===== src/rtl/zbt_data_io.sv =====
// Data-path I/O for a ZBT SRAM: write data pipeline to the pad, fixed-latency read capture.
// Define ZBT_PARITY_EN to generate per-lane even parity on writes and check it on reads.
module zbt_data_io #(
    parameter int DATA_BITS = 36,
    parameter int RD_LAT    = 4
) (
    input  logic                 fpga_clk,
    input  logic                 fpga_rst_n,
    input  logic                 ui_cmd_valid,
    input  logic                 ui_cmd_we,
    input  logic [DATA_BITS-1:0] ui_wr_data,
    output logic [DATA_BITS-1:0] ui_rd_data,
    output logic                 ui_rd_valid,
    output logic                 ui_par_err,
    output logic [2:0]           rd_pending,
    output logic                 sram_we_n,
    output logic [DATA_BITS-1:0] data_out,
    output logic                 data_oe_n,
    input  logic [DATA_BITS-1:0] data_in
);

    logic                 sram_we_n_q;
    logic [1:0]           wr_v_q;
    logic [DATA_BITS-1:0] wr_d1_q, wr_d2_q;
    logic [DATA_BITS-1:0] data_out_q, data_out_d;
    logic                 data_oe_n_q;
    logic [RD_LAT-1:0]    rd_sr_q;
    logic                 rd_valid_q;
    logic [DATA_BITS-1:0] rd_data_q;
    logic                 par_err_q, par_err_d;
    logic [2:0]           rd_pending_q, rd_pending_d;

    logic cmd_wr, cmd_rd, rd_ret;

    assign cmd_wr = ui_cmd_valid & ui_cmd_we;
    assign cmd_rd = ui_cmd_valid & ~ui_cmd_we;
    // The oldest read flag marks the edge at which the SRAM data is on data_in.
    assign rd_ret = rd_sr_q[RD_LAT-1];

`ifdef ZBT_PARITY_EN
    localparam int LANES = DATA_BITS / 9;

    always_comb begin
        logic bad;
        data_out_d = wr_d2_q;
        bad        = 1'b0;
        for (int l = 0; l < LANES; l++) begin
            data_out_d[9*l+8] = ^wr_d2_q[9*l +: 8];
            bad = bad | (^data_in[9*l +: 9]);
        end
        par_err_d = rd_ret & bad;
    end
`else
    always_comb begin
        data_out_d = wr_d2_q;
        par_err_d  = 1'b0;
    end
`endif

    // Saturating counter: simultaneous accept and return leave it unchanged.
    always_comb begin
        rd_pending_d = rd_pending_q;
        if (cmd_rd && !rd_ret && rd_pending_q != 3'd4)
            rd_pending_d = rd_pending_q + 3'd1;
        else if (!cmd_rd && rd_ret && rd_pending_q != 3'd0)
            rd_pending_d = rd_pending_q - 3'd1;
    end

    always_ff @(posedge fpga_clk) begin
        if (!fpga_rst_n) begin
            sram_we_n_q  <= 1'b1;
            wr_v_q       <= 2'b00;
            wr_d1_q      <= '0;
            wr_d2_q      <= '0;
            data_out_q   <= '0;
            data_oe_n_q  <= 1'b1;
            rd_sr_q      <= '0;
            rd_valid_q   <= 1'b0;
            rd_data_q    <= '0;
            par_err_q    <= 1'b0;
            rd_pending_q <= 3'd0;
        end else begin
            sram_we_n_q <= ~cmd_wr;
            wr_v_q      <= {wr_v_q[0], cmd_wr};
            wr_d1_q     <= ui_wr_data;
            wr_d2_q     <= wr_d1_q;
            if (wr_v_q[1]) begin
                data_out_q  <= data_out_d;
                data_oe_n_q <= 1'b0;
            end else begin
                data_oe_n_q <= 1'b1;
            end
            rd_sr_q    <= {rd_sr_q[RD_LAT-2:0], cmd_rd};
            rd_valid_q <= rd_ret;
            if (rd_ret)
                rd_data_q <= data_in;
            par_err_q    <= par_err_d;
            rd_pending_q <= rd_pending_d;
        end
    end

    assign sram_we_n   = sram_we_n_q;
    assign data_out    = data_out_q;
    assign data_oe_n   = data_oe_n_q;
    assign ui_rd_data  = rd_data_q;
    assign ui_rd_valid = rd_valid_q;
    assign ui_par_err  = par_err_q;
    assign rd_pending  = rd_pending_q;

endmodule


===== config.mk =====
export PLATFORM = sky130hd
export DESIGN_NAME = zbt_data_io
export DESIGN_NICKNAME = d
export VERILOG_FILES = /design/src/rtl/zbt_data_io.sv
export SDC_FILE = /design/constraint.sdc
export NUM_CORES = 1
export LEC_CHECK = 0
export ABC_CLOCK_PERIOD_IN_PS = 2600
export BUFFER_PORTS_ARGS = -buffer_cell sky130_fd_sc_hd__clkbuf_2
export CAP_MARGIN = 20
export CORE_MARGIN = 3
export CORE_UTILIZATION = 56
export CTS_BUF_LIST = sky130_fd_sc_hd__clkbuf_4
export CTS_CLUSTER_SIZE = 12
export DETAILED_ROUTE_END_ITERATION = 8
export GPL_TIMING_DRIVEN = 0
export PLACE_DENSITY_LB_ADDON = 0.12
export SLEW_MARGIN = 40
export SYNTH_ARGS = -nofsm -noshare
export SYNTH_HDL_FRONTEND = slang
export SYNTH_SLANG_ARGS = --single-unit

===== constraint.sdc =====
create_clock -name fpga_clk -period 2.6 [get_ports fpga_clk]
set_input_delay 0.39 -clock fpga_clk [delete_from_list [all_inputs] [get_ports fpga_clk]]
set_output_delay 0.39 -clock fpga_clk [all_outputs]
set_load 0.02 [all_outputs]

==> results_dict.tcl <==
set metrics [dict create \
    crit_fanout 6 \
    min_to "wr_d1_q[21]" \
    slowest_delay_ns 0.45 \
    syn_inst 428 \
    cts_root_buf "clkbuf_4" \
    fin_skew_ns 0.0171 \
    clkSlewWorstSetupHoldPaths_ns 0.14 \
    fmax_ghz 0.531 \
    required_ns 3.01 \
    cp.buffers_inverters 1 \
    netlist_area_um2 4890 \
    reg2reg_from "rd_pending[0]" \
    dp_hpwl_um 6810 \
    antenna_left 0 \
    grt_max_degree 17 \
    post_cts_resized 0 \
    swShare 0.243 \
    grt_pass1_vias 3362 \
    hold_depth 2 \
    r2r_end "rd_pending[2]" \
    reg2reg_depth 7 \
    syn2layout_area_growth_pct 25.5 \
    maxCapViolations 0 \
    drive_above_1_share 0.325 \
    run_status "completed" \
    antenna_cells 0 \
    start_util 0.586 \
    htreeDepth 4 \
    core-area_um2 8340 \
    slew_violations 0 \
    hold_violations 0 \
    synth_nets 505 \
    first_iter_violations 33 \
    fin_crit_ns 1.88 \
    cts_buffers 17 \
    postCtsSetupRepairBufs 0 \
    start_kind "register" \
    clk_latency_ns 0.53 \
    vias 3373 \
    rows 33 \
    slowest_stage "dfxtp_1" \
    tightestPinTransition_ns 0.505 \
    io_buffers 153 \
    leakage_uw 0.00273 \
    drcViolationCount 0 \
    nets 679 \
    overflow 0 \
    vias_per_cell 4.68 \
    die_w_um 99.5 \
    ys_seq_area_frac 0.639 \
    ys_ff_latch 156 \
    holdCritStartpoint "ui_wr_data[21]" \
    ctsHoldBuffers 0 \
    worstPathCellList "nor2_1 > a211o_1 > fa_1 > inv_1 > nor3_1 > o31ai_1 > a21oi_1" \
    wire_per_inst_um 13.2 \
    power_frac_clock 0.373 \
    clock_sinks 156 \
    r2r_setup_slack_ns 0.72 \
    synth_area_per_cell_um2 11.4 \
    critical_path_class "reg2reg" \
    hold_path.class "in2reg" \
    setup_tns_ns 0 \
    gp_congestion 0.721 \
    crit_family "compound AO/OA/AOI/OAI gates" \
    p_sw_uw 1050 \
    hold_slack_ns 0.0535 \
    p_int_uw 3270 \
    yosysUniqueCellTypes 24 \
    ios 155 \
    die_y_um 99.5 \
    setup_viol 0 \
    grt_antenna_before_repair 0 \
    slew_headroom 0.663 \
    grt_pass1_wl_um 15200 \
    crit_arrival_ns 2.29 \
    die-area_um2 9890 \
    first_pass_iters 5 \
    p_per_area_nw_per_um2 703 \
    finalWirelength_um 9510 \
    power_frac_seq 0.575 \
    rsz0062_at_grt "false" \
    ir_drop_mv 0.358 \
    synth_warnings 0 \
    track_usage 0.197 \
    post-route-period-util 0.724 \
    cts_tree "done" \
    cts_buffer_depth 2 \
    endpoint_kind "register" \
    comb_power_share 0.052 \
]
[state kept, by name, summed over array words and instances, names as in the netlist]
signal       flops
rd_pending       3
ui_rd_valid      1
wr_v_q           2
wr_d1_q         36
ui_rd_data      36
rd_sr_q          4
data_out        36
sram_we_n        1
data_oe_n        1
data_out_d      36
[metal layers]
metal,share of wire,vias up,global-route usage
met4,0.015,0,0.0830
met2,0.50,104,0.340
met1,0.41,1529,0.216
met3,0.075,18,0.0785
met5,0,-,0
li1,-,1722,-
[cell usage after synthesis (all sizes together)]
cell type | count | share of area
dfxtp | 156 | 0.64
and2 | 78 | 0.10
mux2i | 74 | 0.15
nor2 | 74 | 0.057
clkbuf | 14 | 0.011
buf | 12 | 0.015
nand2 | 4 | 0.0031
inv | 3 | 0.0023
nand2b | 2 | 0.0041
nand3 | 2 | 0.0020
a211o | 1 | 0.0018
a21oi | 1 | 0.0010
and4b | 1 | 0.0023
conb | 1 | 0.00077
fa | 1 | 0.0041
nor3 | 1 | 0.0010
o311ai | 1 | 0.0018
o31ai | 1 | 0.0015
o41ai | 1 | 0.0018
[power groups by stage]
stage / sequential [uW] / combinational [uW] / clock [uW]
3_3_place_gp: 2530 / 217 / 0
3_5_place_dp: 2530 / 223 / 0
6_report: 2480 / 224 / 1610
4_1_cts: 2480 / 225 / 1650
2_1_floorplan: 2540 / 109 / 0
5_1_grt: 2490 / 250 / 1760
[stage by stage]
| step | power [uW] | utilization | setup slack, ns | cells | area, um^2 |
|---|---|---|---|---|---|
| 2_1_floorplan | 2650 | - | 0.773 | 428 | 4890 |
| 3_3_place_gp | 2750 | 0.694 | 0.743 | 686 | 5790 |
| 3_5_place_dp | 2760 | 0.694 | 0.688 | 686 | 5790 |
| 4_1_cts | 4360 | 0.734 | 0.711 | 718 | 6120 |
| 5_1_grt | 4500 | 0.736 | 0.573 | 720 | 6140 |
| 6_report | 4310 | 0.736 | 0.717 | 720 | 6140 |
[final cells by class]
class	instances	area (um^2)
inverter	3	11.3
tap	105	131
clock inverter	15	204
multi-input combinational	243	1630
fill	619	2200
sequential	156	3120
clock buffer	17	128
timing repair buffer	155	786
buffer	26	124
[how the worst max path moves through the flow]
stage,start,endpoint,slack (ns),depth (start not counted)
floorplan,rd_pending[0],rd_pending[2],0.77,7
global placement,ui_cmd_we,rd_pending[2],0.74,8
detailed placement,ui_cmd_we,rd_pending[2],0.69,8
CTS,rd_pending[0],rd_pending[2],0.71,7
global route,rd_pending[0],rd_pending[2],0.57,7
finish,rd_pending[0],rd_pending[2],0.72,7
[kinds of logic after synthesis]
kind of cell / share of synthesized area
buf+inv: 0.0276
flops: 0.639
mux: 0.151
compound gates: 0.00793
other cells: 0.000767
simple gates: 0.170
fa+ha+maj: 0.00409
[placed cells by master (no fill, tap or decap), types with 3 or more instances in the layout]
cell	instances
nand2_1	4
clkbuf_1	14
clkinvlp_4	3
buf_4	5
clkbuf_2	153
buf_2	6
and2_1	77
inv_6	4
dfxtp_1	156
nor2_1	74
bufinv_16	3
mux2i_1	74
clkbuf_4	17
Note: power is estimated with default switching activity, not from simulation.
